### config.mk
export PLATFORM = sky130hd
export DESIGN_NAME = dual_issue_scheduler
export DESIGN_NICKNAME = d
export VERILOG_FILES = /design/src/rtl/dual_issue_scheduler.sv
export SDC_FILE = /design/constraint.sdc
export NUM_CORES = 1
export LEC_CHECK = 0
export CAP_MARGIN = 25
export CORE_MARGIN = 5
export CORE_UTILIZATION = 35
export CTS_BUF_LIST = sky130_fd_sc_hd__clkbuf_16
export CTS_CLUSTER_SIZE = 20
export DETAILED_ROUTE_END_ITERATION = 8
export PLACE_DENSITY_LB_ADDON = 0.05
export SLEW_MARGIN = 20
export SYNTH_ARGS = -nofsm -noshare
export SYNTH_HDL_FRONTEND = slang
export SYNTH_SLANG_ARGS = --single-unit
export TNS_END_PERCENT = 1
### constraint.sdc
create_clock -name clk_i -period 4.17 [get_ports clk_i]
set_input_delay 0.6255 -clock clk_i [delete_from_list [all_inputs] [get_ports clk_i]]
set_output_delay 0.6255 -clock clk_i [all_outputs]
set_load 0.1 [all_outputs]
### src/rtl/dual_issue_scheduler.sv
// Two-slot issue controller: a small circular instruction queue feeding slots A/B, holding back
// the younger slot on intra-pair, structural and control hazards and bubbling load-use reads.
module dual_issue_scheduler #(
  parameter int unsigned QDEPTH = 4,
  parameter int unsigned CW     = $clog2(QDEPTH) + 1
) (
  input  logic          clk_i,
  input  logic          reset_i,
  input  logic          fetch_valid_i,
  input  logic          fetch_b_valid_i,
  input  logic [31:0]   fetch_instr_a_i,
  input  logic [31:0]   fetch_instr_b_i,
  output logic          fetch_ready_o,
  input  logic          issue_ready_i,
  input  logic          flush_i,
  output logic          issue_a_valid_o,
  output logic [31:0]   issue_a_instr_o,
  output logic          issue_b_valid_o,
  output logic [31:0]   issue_b_instr_o,
  output logic [1:0]    stall_cause_o,
  output logic [CW-1:0] q_count_o
);

  localparam int unsigned PW = $clog2(QDEPTH);

  localparam logic [6:0] OpLoad   = 7'b0000011;
  localparam logic [6:0] OpImm    = 7'b0010011;
  localparam logic [6:0] OpStore  = 7'b0100011;
  localparam logic [6:0] OpBranch = 7'b1100011;
  localparam logic [6:0] OpJal    = 7'b1101111;
  localparam logic [6:0] OpReg    = 7'b0110011;

  // Writes to x0 are folded in here so no hazard check ever sees them.
  function automatic logic writes_rd(input logic [31:0] ins);
    logic [6:0] op;
    op = ins[6:0];
    return (op == OpLoad || op == OpImm || op == OpJal || op == OpReg) && (ins[11:7] != 5'd0);
  endfunction

  function automatic logic reads_reg(input logic [31:0] ins, input logic [4:0] r);
    logic [6:0] op;
    logic       rs1_used, rs2_used;
    op       = ins[6:0];
    rs1_used = (op == OpLoad || op == OpImm || op == OpStore || op == OpBranch || op == OpReg);
    rs2_used = (op == OpStore || op == OpBranch || op == OpReg);
    return (rs1_used && ins[19:15] == r) || (rs2_used && ins[24:20] == r);
  endfunction

  function automatic logic is_mem(input logic [31:0] ins);
    return ins[6:0] == OpLoad || ins[6:0] == OpStore;
  endfunction

  function automatic logic is_ctrl(input logic [31:0] ins);
    return ins[6:0] == OpBranch || ins[6:0] == OpJal;
  endfunction

  logic [31:0]   mem_q [QDEPTH];
  logic [PW-1:0] wr_ptr_q, wr_ptr_d, rd_ptr_q, rd_ptr_d;
  logic [CW-1:0] cnt_q, cnt_d;
  logic          trk_a_v_q, trk_a_v_d, trk_b_v_q, trk_b_v_d;
  logic [4:0]    trk_a_rd_q, trk_a_rd_d, trk_b_rd_q, trk_b_rd_d;

  logic [31:0] head0, head1;
  logic        lu0, lu1, dep, structural;
  logic        a_ok, b_ok, push_a, push_b;
  logic [1:0]  cause, n_push, n_pop;

  always_comb begin
    head0 = mem_q[rd_ptr_q];
    head1 = mem_q[rd_ptr_q + PW'(1)];

    lu0 = (trk_a_v_q && reads_reg(head0, trk_a_rd_q)) ||
          (trk_b_v_q && reads_reg(head0, trk_b_rd_q));
    // A younger read of an older same-pair load's result is a load-use, not a plain RAW.
    lu1 = (trk_a_v_q && reads_reg(head1, trk_a_rd_q)) ||
          (trk_b_v_q && reads_reg(head1, trk_b_rd_q)) ||
          (head0[6:0] == OpLoad && writes_rd(head0) && reads_reg(head1, head0[11:7]));
    dep = writes_rd(head0) &&
          (reads_reg(head1, head0[11:7]) || (writes_rd(head1) && head1[11:7] == head0[11:7]));
    structural = (is_mem(head0) && is_mem(head1)) || is_ctrl(head0);

    a_ok  = 1'b0;
    b_ok  = 1'b0;
    cause = 2'd0;
    if (!reset_i && !flush_i && cnt_q != '0) begin
      if (lu0) begin
        cause = 2'd1;
      end else begin
        a_ok = 1'b1;
        if (cnt_q >= CW'(2)) begin
          if (lu1)             cause = 2'd1;
          else if (dep)        cause = 2'd2;
          else if (structural) cause = 2'd3;
          else                 b_ok  = 1'b1;
        end
      end
    end

    fetch_ready_o   = !reset_i && !flush_i && ((CW'(QDEPTH) - cnt_q) >= CW'(2));
    issue_a_valid_o = a_ok;
    issue_a_instr_o = a_ok ? head0 : 32'd0;
    issue_b_valid_o = b_ok;
    issue_b_instr_o = b_ok ? head1 : 32'd0;
    stall_cause_o   = cause;
    q_count_o       = cnt_q;

    push_a = fetch_valid_i && fetch_ready_o;
    push_b = push_a && fetch_b_valid_i;
    n_push = {1'b0, push_a} + {1'b0, push_b};
    n_pop  = issue_ready_i ? ({1'b0, a_ok} + {1'b0, b_ok}) : 2'd0;

    wr_ptr_d = wr_ptr_q + PW'(n_push);
    rd_ptr_d = rd_ptr_q + PW'(n_pop);
    cnt_d    = cnt_q + CW'(n_push) - CW'(n_pop);

    trk_a_v_d  = trk_a_v_q;
    trk_a_rd_d = trk_a_rd_q;
    trk_b_v_d  = trk_b_v_q;
    trk_b_rd_d = trk_b_rd_q;
    if (issue_ready_i) begin
      trk_a_v_d  = a_ok && head0[6:0] == OpLoad && head0[11:7] != 5'd0;
      trk_a_rd_d = head0[11:7];
      trk_b_v_d  = b_ok && head1[6:0] == OpLoad && head1[11:7] != 5'd0;
      trk_b_rd_d = head1[11:7];
    end
  end

  always_ff @(posedge clk_i) begin
    if (reset_i || flush_i) begin
      wr_ptr_q   <= '0;
      rd_ptr_q   <= '0;
      cnt_q      <= '0;
      trk_a_v_q  <= 1'b0;
      trk_a_rd_q <= 5'd0;
      trk_b_v_q  <= 1'b0;
      trk_b_rd_q <= 5'd0;
    end else begin
      wr_ptr_q   <= wr_ptr_d;
      rd_ptr_q   <= rd_ptr_d;
      cnt_q      <= cnt_d;
      trk_a_v_q  <= trk_a_v_d;
      trk_a_rd_q <= trk_a_rd_d;
      trk_b_v_q  <= trk_b_v_d;
      trk_b_rd_q <= trk_b_rd_d;
    end
  end

  // Storage needs no reset; pushes are already blocked during reset and flush.
  always_ff @(posedge clk_i) begin
    if (push_a) mem_q[wr_ptr_q] <= fetch_instr_a_i;
    if (push_b) mem_q[wr_ptr_q + PW'(1)] <= fetch_instr_b_i;
  end

endmodule

==> results.toml, run 1 <==
[placed_design]
place.gp.congestion = 0.895
pre_cts_ws_ns = -0.394
dp_cells = 1342
dp_hpwl_um = 22800
port_buffers = 141

[route]
wirelength_um = 32900
post_drt_wl_per_cell_um = 23.6
vias = 7410
avgViaCountPerCell = 5.32
antenna_left = 0
drt-pass1-iter-count = 5
drtIter0Drc = 407
drc = 0

[setup_path]
crit_slowest_cell = "mux4_2"
cp-start-kind = "register"
cp.arrival_ns = 4.38
cp_max_fo = 6
cp_cell_sequence = "buf_12 > buf_12 > mux4_2 > buf_4 > xnor2_1 > and3_1 > o21a_1 > o2111ai_4 > nand4_4 > nor2_4 > ha_4 > and2_4 > ha_4 > inv_4 > ha_4 > inv_2 > fa_2 > xnor2_2 > xnor2_1 > nor2_1"
cpLargestDelayFamily = "adder cells"
critPathMostFrequentCell = "ha_4"
cp-end-kind = "register"
worst-r2r-setup-slack_ns = 0.1
r2r-start = "rd_ptr_q[0]"
criticalPathCategory = "register to register"
path_buf_inv = 5
reg2reg_depth = 20
required_ns = 4.47
max_stage_delay_ns = 0.51
crit_start = "rd_ptr_q[0]"
regToRegEndpoint = "q_count_o[2]"

[clocking]
cts_root_buf = "clkbuf_16"
cts_hold_buf = 0
cts_buffer_depth = 2
htreeDepth = 4
cts_buffers = 17
clkTransAtPathRegs_ns = 0.07
clock_sinks = 147
cts_tree = "built"
clk_latency_ns = 0.42

[floorplanning]
die_area_sq_um = 32200
die_x_um = 179
initial_core_util_pct = 35.2
die_height_um = 179
io_pins = 142
design.core.area_sq_um = 28500
rows = 62

[yosys]
synth_seq_cells = 147
yosysTopAreaCellShare_pct = 38.2
synth_flop_cell = "edfxtp_1"
synth.net_count = 863
async_flop_share_pct = 0
synth.distinct_cells = 59
synth_area_sq_um = 10100
synth.largest_area_cell = "edfxtp_1"
syn_inst = 783
synthTopCellsByArea = "edfxtp_1, mux2_2, mux4_2"
synth-seq-area-share_pct = 42.0
syn_area_per_cell_sq_um = 12.8
synth_edf_count = 128
yosysWarnings = 0

[worst_hold_path]
min_from = "trk_a_v_q"
min_to = "trk_a_v_q"
hold_depth = 2
hold_class = "register to register"

[timing]
fmax_mhz = 245
final.min_clock_period_ns = 4.07
whs_ns = 0.572
rsz0062_at_grt = "true"
setup_violations = 0
finalCritPeriodShare_pct = 97.7
max_slew.worst_pin.slew_ns = 1.03
drv_slew = 0
setup_ws_ns = 0.0960
finalHoldViolCount = 0
relSlewSlack_pct = 30.7
finClkSkew_ns = 0.0125

[finish]
n_antenna_cell = 0
area_growth_syn_to_layout_pct = 41.4
drive_above_1_share_pct = 45.4
fin_nets = 1075
stdcell_count = 1392

[global_routing]
use_met1_pct = 24.4
grt_use_met3_pct = 4.06
grt_usage_pct = 19.9
grt_max_degree = 34
grt-ovfl-total = 0
antenna_found_initial = 0
grt_busiest_layer = "met2"
grt_pass1_wl_um = 49900
grt_pass1_vias = 8228
met2_usage_pct = 35.1

[power]
ir_drop_v = 0.000251
p_leak_uw = 0.00504
power_density_nw_per_um2 = 255
p_total_uw = 3630

[flow_run]
drv_cap = 0

[status]
outcome = "completed"
==> cell usage in the layout, fill, tap and decap left out, types with 4 or more instances in the layout <==
cell,instances
edfxtp_1,128
mux2_2,127
buf_4,98
buf_12,75
clkdlybuf4s50_1,72
nor2_1,56
mux4_2,53
nand2_1,41
mux2i_1,41
xor2_1,36
xnor2_1,35
and3_1,28
clkbuf_16,17
dfxtp_1,17
inv_1,11
nor3_1,11
nand3_1,9
mux2_1,8
a31oi_1,6
nand2b_1,5
nor3_2,5
and2_1,5
ha_1,5
nor3b_1,4
nor2_4,4
a21oi_4,4
xor2_2,4
inv_6,4
buf_6,4
==> worst min-delay path, delay by kind of cell (launching register included) <==
family           cells  cell delay (ns)
AND/OR/NAND/NOR      1             0.10
AO/OA/AOI/OAI        1             0.05
flip-flops           1             0.38
==> timing repair <==
item	4_1_cts	5_1_grt
pin swaps	9	17
endpoints found under the setup margin	43	44
cloned	2	0
resized for setup	43	36
setup buffers	8	8
==> per-stage QoR <==
step	TNS [ns]	utilization (%)	cell area, sq um
detailed placement	-0.609	45.9	13100
finish	0	49.8	14200
floorplan	-10.54	-	10100
global route	-0.705	49.8	14200
global placement	-0.272	45.8	13100
CTS	0	49.0	14000
==> synth_stat cells (8+ instances only) <==
cell type  instances
mux2i_1           47
edfxtp_1         128
mux2_2           127
buf_6             15
nand2_1           41
dfxtp_1           19
clkbuf_1          21
mux2_1             8
nor2_1            63
ha_1               8
nor3_1            17
mux4_1            14
inv_1             13
buf_2              8
mux4_2            42
and3_1            29
nand3_1           10
buf_1             12
xnor2_1           36
xor2_1            40
==> worst max-delay path by stage <==
stage / endpoint / slack (ns) / depth (start not counted)
global route: q_count_o[2] / -0.06 / 21
floorplan: issue_b_instr_o[5] / -0.95 / 8
finish: q_count_o[2] / 0.1 / 20
detailed placement: q_count_o[2] / -0.39 / 18
CTS: q_count_o[2] / 0.009 / 19
global placement: q_count_o[2] / -0.24 / 18
==> final cells by class <==
class                           count  area, sq um
Fill cell                        2565        14300
Timing Repair Buffer              253         3110
Clock inverter                     15          168
Tap cell                          384          480
Sequential cell                   147         4230
Clock buffer                       17          425
Inverter                           14         56.3
Multi-Input combinational cell    562         5750
==> power by group <==
| part | total (uW) | leakage (uW) | switching (uW) | internal, uW |
|---|---|---|---|---|
| clock network | 1550 | 0.000288 | 695 | 851 |
| registers | 1650 | 0.00131 | 22.2 | 1620 |
| logic | 438 | 0.00344 | 221 | 217 |
| total | 3630 | 0.00504 | 938 | 2690 |
==> flip-flops by register name (all words and copies together) (netlist names) <==
signal      cells
mem_q         128
q_count_o       3
rd_ptr_q        2
trk_a_rd_q      5
trk_a_v_q       1
trk_b_rd_q      5
trk_b_v_q       1
wr_ptr_q        2
==> cell families (layout without fill, tap and decap cells) <==
group                      Yosys count  in the layout  synth area share (%)
buffers and inverters               74            299                  4.33
AOI/OAI and AO/OA                   38             38                  2.81
muxes                              238            238                  32.9
and+or+nand+nor                    200            200                  9.97
adders and majority gates           10             10                  1.39
DFF                                147            147                  42.0
xor gates and xnor gates            76             76                  6.62
==> metal layers <==
| layer | share of wire [%] | wire [um] | vias to the layer above |
|---|---|---|---|
| met3 | 4.5 | 1490 | 51 |
| met2 | 51 | 16800 | 204 |
| met5 | 0 | 0 | - |
| met1 | 42 | 13700 | 3764 |
| li1 | - | - | 3391 |
| met4 | 2.6 | 862 | 0 |
(Power assumes the default switching activity.)
==> inputs of run 2 (changes only) <==
Settings changed: SETUP_SLACK_MARGIN set to 0.02.
==> run 2 against run 1 <==
  * Core utilization is 0.42 points lower
  * Setup slack worse by 0.041 ns
  * First-iteration DRC count is 12% lower
  * Register-to-register slack worse by 0.04 ns
  * Worst hold slack better by 0.0089 ns
  * Via count is 0.73% lower
  * Critical endpoint unchanged
==> results.toml, run 2 (synthesized netlist as in run 1, its figures left out) <==
[floorplanning]
die_area_sq_um = 32200
die_height_um = 179
rows = 62
die_x_um = 179
initial_core_util_pct = 35.2
io_pins = 142
design.core.area_sq_um = 28500

[global_routing]
grt_pass1_wl_um = 50200
grt_usage_pct = 20.3
antenna_found_initial = 0
grt_pass1_vias = 8010
grt_max_degree = 34
grt-ovfl-total = 0

[timing]
drv_slew = 0
max_slew.worst_pin.slew_ns = 1.07
fmax_mhz = 243
finClkSkew_ns = 0.0200
relSlewSlack_pct = 27.9
finalHoldViolCount = 0
finalCritPeriodShare_pct = 98.7
final.min_clock_period_ns = 4.12
whs_ns = 0.581
setup-tns-final_ns = 0
setup_violations = 0
rsz0062_at_grt = "true"

[power]
p_sw_uw = 943
power_frac_clock_pct = 44.7
combPwrFrac_pct = 11.5
p_leak_uw = 0.00495
internal-power_uw = 2810
ir_drop_v = 0.000241
power_density_nw_per_um2 = 266
seqPwrFrac_pct = 43.8
switching_share_pct = 25.2

[route]
post_drt_wl_per_cell_um = 24.4
dr_wl_met2_um = 17100
top_layer = "met4"
drc = 0
vias = 7356
drtIter0Drc = 358
wl_met3_um = 1400
avgViaCountPerCell = 5.38
drt-pass1-iter-count = 5
antenna_left = 0
wirelength_um = 33400
met1_length_um = 14500

[placed_design]
dp_hpwl_um = 22600
place.gp.congestion = 0.845
port_buffers = 141

[setup_path]
required_ns = 4.49
cp-start-kind = "register"
criticalPathCategory = "register to register"
worst-r2r-setup-slack_ns = 0.05
cp-end-kind = "register"
cp.arrival_ns = 4.43
cp_max_fo = 8

[finish]
largest_reg_flops = 128
drive_above_1_share_pct = 44.7
layout_commonest_cell = "edfxtp_1"
fill_cells = 2547
final_cell_mix = "edfxtp_1, mux2_2, clkdlybuf4s50_1, buf_12, buf_4"
area_growth_syn_to_layout_pct = 40.2
top_register = "mem_q"
largestRegisters = "mem_q x128, trk_a_rd_q x5, trk_b_rd_q x5"
n_antenna_cell = 0
fin_nets = 1050

[clocking]
cts_hold_buf = 0
clk_latency_ns = 0.44
cts_root_buf = "clkbuf_16"
cts_tree = "built"
clkTransAtPathRegs_ns = 0.07
clock_sinks = 147
cts_buffers = 17
htreeDepth = 4
cts_buffer_depth = 2

[worst_hold_path]
hold_class = "register to register"

[status]
outcome = "completed"

[flow_run]
drv_cap = 0
[run 2: per-layer routing]
layer  GRT usage [%]  up-vias
met5               0        -
met4            4.11        0
met3            4.02       21
met2            35.8      181
met1            26.1     3807
li1                -     3347
[run 2: layout make-up]
| type | count | area [sq um] | share of cell area, % |
|---|---|---|---|
| Sequential cell | 147 | 4240 | 30.0 |
| Clock buffer | 17 | 425 | 3.02 |
| Timing Repair Buffer | 228 | 2920 | 20.7 |
| Inverter | 14 | 57.6 | 0.408 |
| Multi-Input combinational cell | 562 | 5770 | 41.0 |
| Clock inverter | 15 | 208 | 1.47 |
| Tap cell | 384 | 480 | 3.41 |
[run 2: path summary, 6_finish.rpt]
kind	from	endpoint	depth (start not counted)
hold reg to reg	trk_a_v_q	trk_a_v_q	2
setup / recovery	rd_ptr_q[0]	q_count_o[2]	21
hold / removal	trk_a_v_q	trk_a_v_q	2
setup reg to reg	rd_ptr_q[0]	q_count_o[2]	21
[run 2: power groups by stage]
stage          clock network [uW]  logic [uW]  registers (uW)
2_1_floorplan                   0         235            1670
3_3_place_gp                    0         412            1680
6_report                     1680         431            1640
5_1_grt                      1770         461            1650
3_5_place_dp                    0         419            1680
4_1_cts                      1710         426            1640
[run 2: critical path, stage by stage, from the launching register on]
cell     delay [ns]
dfxtp_4        0.46
buf_12         0.16
buf_6          0.12
mux4_2         0.56
buf_6          0.15
and3_1         0.14
mux2i_1        0.20
nor4_2         0.09
buf_4          0.15
a21oi_4        0.18
nand4_4        0.13
nor2_4         0.17
ha_4           0.21
and2_4         0.17
ha_4           0.21
inv_2          0.06
ha_4           0.12
inv_2          0.03
fa_2           0.36
xnor2_2        0.14
xnor2_1        0.13
nor2_1         0.05
[run 2: timing repair]
item                                    in CTS  in global routing
gates resized for setup                     30                 41
pin swaps                                    4                 18
setup buffers                                3                 11
endpoints found under the setup margin      37                 39
gates cloned                                 2                  1
[run 2: metrics by stage]
| step | instance area, sq um | std cells | power [uW] | worst slack, ns | util (%) |
|---|---|---|---|---|---|
| floorplan | 10200 | 783 | 1910 | -0.371 | - |
| global placement | 13000 | 1318 | 2090 | -0.0249 | 45.5 |
| detailed placement | 13000 | 1318 | 2100 | -0.177 | 45.5 |
| CTS | 13800 | 1355 | 3780 | 0.0246 | 48.5 |
| global route | 14100 | 1367 | 3870 | -0.0724 | 49.4 |
| finish | 14100 | 1367 | 3750 | 0.0545 | 49.4 |
==> inputs of run 3 (changes only) <==
Settings changed: CTS_CLUSTER_SIZE 20 to 12.
==> results of run 3 <==
Same layout as run 2: the final DEF is identical, and so are final timing and power.
